## config.mk

```make
export PLATFORM = sky130hd
export DESIGN_NAME = alu_arbiter
export DESIGN_NICKNAME = d
export VERILOG_FILES = /design/src/rtl/alu_arbiter.sv
export SDC_FILE = /design/constraint.sdc
export NUM_CORES = 1
export LEC_CHECK = 0
export CAP_MARGIN = 30
export CORE_MARGIN = 1
export CORE_UTILIZATION = 40
export CTS_CLUSTER_DIAMETER = 80
export CTS_CLUSTER_SIZE = 8
export DETAILED_ROUTE_END_ITERATION = 7
export PLACE_DENSITY = 0.87
export SYNTH_ARGS = -nofsm -noshare
export SYNTH_HDL_FRONTEND = slang
export SYNTH_SLANG_ARGS = --single-unit
```

## constraint.sdc

```tcl
create_clock -name clk -period 1.83 [get_ports clk]
set_input_delay 0.183 -clock clk [delete_from_list [all_inputs] [get_ports clk]]
set_output_delay 0.183 -clock clk [all_outputs]
set_load 0.05 [all_outputs]
```

## src/rtl/alu_arbiter.sv

```systemverilog
// Two-port round-robin arbiter/sequencer sharing one registered ALU.
// One operation in flight: IDLE (arbitrate) -> EXEC (wait LAT) -> RESP.
module alu_arbiter #(
    parameter int LAT = 1
) (
    input  logic       clk,
    input  logic       rst_n,
    input  logic       req0_valid,
    output logic       req0_ready,
    input  logic [1:0] req0_mode,
    input  logic [3:0] req0_a,
    input  logic [3:0] req0_b,
    input  logic       req1_valid,
    output logic       req1_ready,
    input  logic [1:0] req1_mode,
    input  logic [3:0] req1_a,
    input  logic [3:0] req1_b,
    output logic       rsp0_valid,
    input  logic       rsp0_ready,
    output logic       rsp1_valid,
    input  logic       rsp1_ready,
    output logic [4:0] rsp_data,
    output logic [1:0] alu_mode,
    output logic [3:0] alu_a,
    output logic [3:0] alu_b,
    input  logic [4:0] alu_res,
    output logic       busy
);
    typedef enum logic [1:0] {IDLE, EXEC, RESP} state_t;

    localparam logic [2:0] LAT_C = 3'(LAT);

    state_t     state;
    state_t     state_nx;
    logic       last;
    logic       owner;
    logic [2:0] cnt;
    logic       grant0;
    logic       grant1;
    logic [1:0] mode_q;
    logic [3:0] a_q;
    logic [3:0] b_q;

    always_comb begin
        grant0   = 1'b0;
        grant1   = 1'b0;
        state_nx = state;
        unique case (state)
            IDLE: begin
                // Contention goes to the port that was not served last.
                grant0 = req0_valid && (!req1_valid || last);
                grant1 = req1_valid && (!req0_valid || !last);
                if (grant0 || grant1) state_nx = EXEC;
            end
            EXEC: if (cnt == LAT_C) state_nx = RESP;
            RESP: if (owner ? rsp1_ready : rsp0_ready) state_nx = IDLE;
            default: state_nx = IDLE;
        endcase
    end

    always_ff @(posedge clk or negedge rst_n) begin
        if (!rst_n) begin
            state    <= IDLE;
            last     <= 1'b1;
            owner    <= 1'b0;
            cnt      <= 3'd0;
            mode_q   <= 2'd0;
            a_q      <= 4'd0;
            b_q      <= 4'd0;
            rsp_data <= 5'd0;
        end else begin
            state <= state_nx;
            unique case (state)
                IDLE: begin
                    if (grant0 || grant1) begin
                        owner  <= grant1;
                        last   <= grant1;
                        cnt    <= 3'd0;
                        mode_q <= grant1 ? req1_mode : req0_mode;
                        a_q    <= grant1 ? req1_a : req0_a;
                        b_q    <= grant1 ? req1_b : req0_b;
                    end
                end
                EXEC: begin
                    cnt <= cnt + 3'd1;
                    if (cnt == LAT_C) rsp_data <= alu_res;
                end
                default: ;
            endcase
        end
    end

    // Operand registers only load on accept, so the ALU pins hold between ops.
    assign alu_mode   = mode_q;
    assign alu_a      = a_q;
    assign alu_b      = b_q;
    assign req0_ready = grant0 && rst_n;
    assign req1_ready = grant1 && rst_n;
    assign rsp0_valid = (state == RESP) && !owner;
    assign rsp1_valid = (state == RESP) && owner;
    assign busy       = (state != IDLE);
endmodule
```

Yosys cells after proc, flatten, opt, wreduce, memory -nomap -nowiden
Index checks and enable logic that the tools add are counted.
{"block": "word_totals", "reg_bits": 22, "output_inout_bits": 20, "wordCells": 49}
{"block": "classes", "n_addsub": 1, "n_eq_ne": 7, "mux": 12, "reduce_logical": 21}
{"op": "2-to-1 mux 2 bit", "n": 4}
{"op": "2-to-1 mux 4 bit", "n": 2}
{"op": "!= test 2 bit, second input constant", "n": 4}
{"op": "logical AND 1 bit", "n": 6}
{"op": "case mux 2 bit (3 select lines)", "n": 1}
{"op": "case mux 3 bit (2 select lines)", "n": 1}
{"op": "AND reduction 2 bit", "n": 3}
{"op": "logical NOT 1 bit", "n": 4}
{"op": "logical OR 1 bit", "n": 4}
{"op": "nonzero test 2 bit", "n": 2}
{"op": "adder 3 x 1 -> 3 bit, second input constant", "n": 1}
{"op": "equality test 3 x 1 -> 1 bit, second input constant", "n": 1}
{"op": "2-to-1 mux 1 bit", "n": 3}
{"op": "2-to-1 mux 3 bit", "n": 1}
{"op": "AND reduction 3 bit", "n": 1}
{"op": "equality test 2 x 1 -> 1 bit, second input constant", "n": 1}
{"op": "equality test 2 bit, second input constant", "n": 1}
{"op": "logical NOT 2 bit", "n": 1}

Longest topological paths before layout
Gate-level depths: netlist of run 1.
{"block": "depth", "ltp_word": 7, "mapped_depth": 5, "ltp_nobuf": 4}

Worst setup path after synthesis of run 1
No wires, ideal clock.
{"block": "synth_timing", "kind": "flip-flop to output port", "start": "register state[0]", "end": "output req0_ready", "arrival_ps": 1352, "t_required_ps": 1647, "path_slack_ps": 295, "stages_incl_launch_ff": 4, "n_path_buf": 0, "cell_sequence": "dfrtp_1 nor2_2 nand2_1 nor2_1"}
{"block": "synth_via", "elab_chain_len": 3}
{"item": "start: declaration", "line_no": "33", "source": "state_t state;"}
{"item": "start signal: assignment", "line_no": "72", "source": "state <= state_nx;"}
{"item": "logical NOT 2 bit", "line_no": "48", "source": "unique case (state)"}
{"item": "2-to-1 mux 1 bit", "line_no": "48"}
{"item": "logical AND 1 bit", "line_no": "97", "source": "assign req0_ready = grant0 && rst_n;"}
{"item": "end: declaration", "line_no": "9", "source": "output logic req0_ready,"}
No other way between the ends.

Worst setup path in the final report of run 1
{"block": "layout_timing", "start": "register state[1]", "end": "output busy"}
{"block": "layout_via", "elab_chain_len": 1}
{"item": "nonzero test 2 bit", "line_no": "101", "source": "assign busy = (state != IDLE);"}
{"item": "end: declaration", "line_no": "27", "source": "output logic busy"}
No other way between the ends.

==> results of run 1 <==
-- cell families (layout without fill, tap and decap cells) --
kind of cell    count (synthesis)  after routing
simple gates                   27             27
compound gates                 29             29
buf+inv                        21             82
fa+ha+maj                       2              2
xor+xnor                        1              1
flops                          22             22
mux                             6              6
-- power groups by stage --
| stage | Combinational [mW] | Clock [mW] | Sequential [mW] |
|---|---|---|---|
| after floorplan | 0.693 | 0 | 1.48 |
| after global placement | 1.88 | 0 | 0.895 |
| after detailed placement | 1.92 | 0 | 0.910 |
| after CTS | 1.95 | 0.379 | 0.907 |
| after global routing | 2.21 | 0.393 | 0.944 |
| final | 2.08 | 0.373 | 0.916 |
-- area by class of cell --
cell class	instances	area (µm²)	area share
timing repair buffer	64	618	0.345
tap	30	37.5	0.0210
inverter	14	56.3	0.0314
multi-input combinational	65	473	0.264
sequential	22	553	0.309
clock buffer	3	22.5	0.0126
clock inverter	1	30.0	0.0168
-- final timing paths --
kind / start / to / slack [ns] / cells after the start
setup / recovery: state[1] / busy / 0.07 / 4
hold / removal: rst_n / alu_b[2] / 0.11 / 1
setup reg to reg: state[1] / alu_mode[0] / 0.14 / 6
hold reg to reg: rsp_data[1] / rsp_data[1] / 0.52 / 1
max in group asynchronous: rst_n / state[0] / 1.15 / 2
min in group clk: req0_a[0] / alu_a[0] / 0.43 / 3
-- layout by cell type, fill, tap and decap left out, types with 6 or more instances in the layout --
cell / count
dfrtp_1: 20
nor2_1: 6
mux2_2: 6
clkdlybuf4s50_1: 45
inv_1: 13
buf_4: 17
nand4_1: 10
o311ai_1: 9
o21ai_0: 14
-- repair_timing --
action                                  CTS  global route
resized for setup                         2             1
pin swaps                                 1             1
setup buffers                             1             7
endpoints found under the setup margin    2             1
hold buffers                              0             0
gates cloned                              0             0
-- metal layers --
metal / vias to the layer above / global-route usage
li1: 514 / -
met1: 520 / 0.294
met2: 47 / 0.388
met3: 6 / 0.0333
met4: 0 / 0.124
met5: - / 0
-- through the flow --
step                total power, mW  setup TNS (ns)  hold WS (ns)  utilization
floorplan                      2.17               0        -0.113            -
global placement               2.77               0         0.457        0.655
detailed placement             2.83               0         0.467        0.655
CTS                            3.23               0         0.106        0.681
global route                   3.55         -0.0133         0.127        0.704
finish                         3.37               0         0.115        0.704
-- worst max-delay path: cells and delay by family, from the launching register on --
kind,cells,cell delay [ns]
flip-flops,1,0.46
buffers and inverters,3,0.60
AND/OR/NAND/NOR,1,0.20
-- flip-flops by register name (all words and copies together), names as in the netlist --
name and flops:
cnt 3, alu_a 4, state 2, alu_mode 2
alu_b 4, last 1, owner 1, rsp_data 5
==> impl_metrics.ini, run 1 <==
[grt]
antenna_found_initial = 0
grt_start_max_net_pins = 18
grt_first_pass_wirelength_mm = 4.82
grt_pass1_vias = 1051
grtUsageTotal = 0.235
globalRouteOverflowTotal = 0

[placed_design]
routabilityCongestion = 0.814
dp_hpwl_mm = 2.18
port-buffer-count = 50
dp.cells = 187
place_area_um2 = 1670
place_ws_ns = 0.228

[setup_path]
end_kind = output pin
cp-start-kind = flop
cp_max_fo = 9
cp_data_required_time_ns = 1.65
worstSetupPathType = flop to output pin
crit_top_cell = buf_4
cp_cell_sequence = nor2_4, buf_4, clkinvlp_4, buf_4
cp_slowest_cell = dfrtp_1
worstPathArrival_ns = 1.58
critical-path-max-stage-delay_ns = 0.46

[sta]
worst_slack_ns = 0.0706
setup_viol = 0
max_freq_mhz = 568
tightest_slew_ns = 0.619
period_share = 0.961
hold_viol = 0
slew_viol_final = 0
period_needed_ns = 1.76
slew_headroom = 0.586
clock_skew_ns = 0.00366

[power]
cellPowerDensity_nw_per_um2 = 1880
leakage_nw = 0.777
internal_power_mw = 1.81
peakVddDrop_uv = 1160
power_frac_clock = 0.111
p_sw_mw = 1.56
seqPwrFrac = 0.272
swShare = 0.464
p_comb_frac = 0.618

[synth]
synth.yosys.seq_area_share = 0.498
synth_top_area_frac = 0.474
synth_compound_area_frac = 0.175
yosysMostFrequentCell = dfrtp_1
synthCells = 108
ys_ff_latch = 22
synthAdderAreaFrac = 0.0226
synth_top_family_by_area = compound AO/OA/AOI/OAI gates
synth_edf_count = 0
netlist_top_cells_count = 21 x dfrtp_1, 14 x inv_1, 14 x o21ai_0, 10 x nand4_1, 9 x o311ai_1
yosysWarnings = 0
ys_types = 27
muxShareOfSynthArea = 0.0609
syn_area_um2 = 1110
ys.flop_type = dfrtp_1
async_flop_share = 1.00
synth_xor_xnor_area_share = 0.00790
synth-simple-area-share = 0.156
synth.area.top_cells = dfrtp_1 47%, o311ai_1 7.1%, o21ai_0 6.3%, mux2_2 6.1%, nand4_1 5.6%
yosysTopAreaCell = dfrtp_1
syn_nets = 141
avgSynthCellArea_um2 = 10.3

[die]
design.die.area_um2 = 2990
rows = 18
fp.coreArea_um2 = 2540
io-pin-count = 51
die_y_um = 54.6
fp.dieW_um = 54.6
initial_core_util = 0.436

[routing]
routed_wl_mm = 3.25
top_layer_used = met4
drt_iter0_drc = 30
wl_met2_mm = 1.70
vias = 1087
drc = 0
via_per_inst = 5.46
firstDrtPassIters = 4
met3_length_um = 183
wl_met1_mm = 1.29
wl_per_cell_um = 16.3
ant_nets = 0

[clock_tree]
clock-sinks = 22
numCtsBuffers = 3
clock_latency_ns = 0.31
clk_pin_slew_ns = 0.12
clock-root-buffer = clkbuf_4
cts_tree = yes
cts.htree.levels = 1
cts_buffer_depth = 2

[hold_path]
hp-class = input pin to asynchronous set/reset pin

[cells_and_area]
diodes = 0
final_cell_count_no_fill = 199
design_area_um2 = 1790
drive_above_1_share = 0.213
nFillCells = 192
nNetsFinal = 203
areaGrowthSynthToFinish_pct = 61.5

[outcome]
status = finished, final reports clean

[flow_run]
maxCapViolations = 0
Note: power is estimated with default switching activity, not from simulation.
==> run 2: changes to the inputs <==
--- a/config.mk
+++ b/config.mk
@@ -6,7 +6,7 @@
 export NUM_CORES = 1
 export LEC_CHECK = 0
 export CAP_MARGIN = 30
-export CORE_MARGIN = 1
+export CORE_MARGIN = 3
 export CORE_UTILIZATION = 40
 export CTS_CLUSTER_DIAMETER = 80
 export CTS_CLUSTER_SIZE = 8
==> impl_metrics.ini, run 2 (synthesis results as in run 1) <==
[outcome]
status = finished, final reports clean

[grt]
globalRouteOverflowTotal = 0
antenna_found_initial = 0
grt_pass1_vias = 1083
grt_start_max_net_pins = 14
grt_first_pass_wirelength_mm = 5.00
grtUsageTotal = 0.193

[sta]
max_freq_mhz = 582
rsz0062_at_grt = false
period_share = 0.939
slew_headroom = 0.533
setup_viol = 0
tightest_slew_ns = 0.698
fin_tns_setup_ns = 0
period_needed_ns = 1.72
slew_viol_final = 0
hold_viol = 0
clock_skew_ns = 0.0162

[die]
rows = 18
io-pin-count = 51
fp.coreArea_um2 = 2540
initial_core_util = 0.436
design.die.area_um2 = 3440
fp.dieW_um = 58.6
die_y_um = 58.6

[routing]
routed_wl_mm = 3.11
via_per_inst = 5.53
vias = 1068
wl_per_cell_um = 16.1
drt_iter0_drc = 19
firstDrtPassIters = 4
ant_nets = 0
drc = 0

[setup_path]
cp_slowest_cell = dfrtp_1
cp_cell_sequence = nor2_4, and3_4, and2_1, buf_12
cp-start-kind = flop
end_kind = output pin
worst-r2r-setup-slack_ns = 0.32
crit_buf_inv = 1
crit_path_start = state[0]
r2r_start = state[1]
worstPathArrival_ns = 1.54
cp_max_fo = 6
cp_data_required_time_ns = 1.65
reg2regPathDepth = 3
timing.rr.end = rsp_data[2]
critical-path-max-stage-delay_ns = 0.48
worstSetupPathType = flop to output pin
cp_top_family = simple AND/OR/NAND/NOR gates

[clock_tree]
cts.htree.levels = 1
clk_pin_slew_ns = 0.13
clock-sinks = 22
cts_buffer_depth = 2
clock-root-buffer = clkbuf_4
numCtsBuffers = 3
clock_latency_ns = 0.33
cts_tree = yes

[cells_and_area]
final_cell_count_no_fill = 193
drive_above_1_share = 0.172
layout_common_cells = 45 x clkdlybuf4s50_1, 21 x dfrtp_1, 14 x inv_1, 14 x o21ai_0, 11 x buf_4
areaGrowthSynthToFinish_pct = 57.0
nNetsFinal = 197
diodes = 0
regMostFlops = rsp_data
final_common_cell = clkdlybuf4s50_1
largest_reg_flops = 5
nFillCells = 202

[power]
peakVddDrop_uv = 1410
leakage_nw = 0.753
cellPowerDensity_nw_per_um2 = 1850

[hold_path]
hp-class = input pin to asynchronous set/reset pin

[placed_design]
routabilityCongestion = 0.774
dp_hpwl_mm = 2.28
dp.cells = 188
port-buffer-count = 50

[flow_run]
maxCapViolations = 0
## run 2: repair_timing
action	CTS	global route
hold buffers	0	0
setup buffers	1	0
pin swaps	1	0
gates resized for setup	0	1
setup endpoints to repair	1	2
hold endpoints to repair	0	0
## run 2: cell type report
cell class,count,area [µm²],share of cell area
repair buffers,58,573,0.329
flip-flops and latches,22,552,0.317
multi-input cells,65,473,0.272
inverters,14,52.6,0.0302
well taps,30,37.5,0.0216
clock inverters,1,30.0,0.0173
clock buffers,3,22.5,0.0129
## run 2: per-layer routing
layer  track usage  share of wire  routed length (µm)
met2         0.341           0.52                1610
met3        0.0329          0.064                 198
met4        0.0777          0.020                  63
met1         0.232           0.40                1250
met5             0              0                   0
## run 2: power by group
part	switching [mW]	internal [mW]
logic	1.20	0.738
registers	0.164	0.735
clock network	0.161	0.222
total	1.53	1.69
## run 2: how the worst max path moves through the flow
stage	end	slack, ns	cells past startpoint
6_report	req1_ready	0.11	4
5_1_grt	req1_ready	0.04	4
4_1_cts	req1_ready	0.06	4
3_5_place_dp	alu_b[1]	0.17	4
3_3_place_gp	alu_b[2]	0.22	4
2_1_floorplan	req0_ready	0.29	3
## run 2: through the flow
stage	cell area [µm²]	setup slack [ns]	total power, mW	utilization	hold slack [ns]
final	1740	0.112	3.22	0.684	0.280
after detailed placement	1680	0.168	2.83	0.658	0.500
after floorplan	1110	0.295	2.17	-	-0.113
after global placement	1680	0.215	2.77	0.658	0.489
after CTS	1740	0.0576	3.23	0.682	0.279
after global routing	1740	0.0397	3.37	0.684	0.293
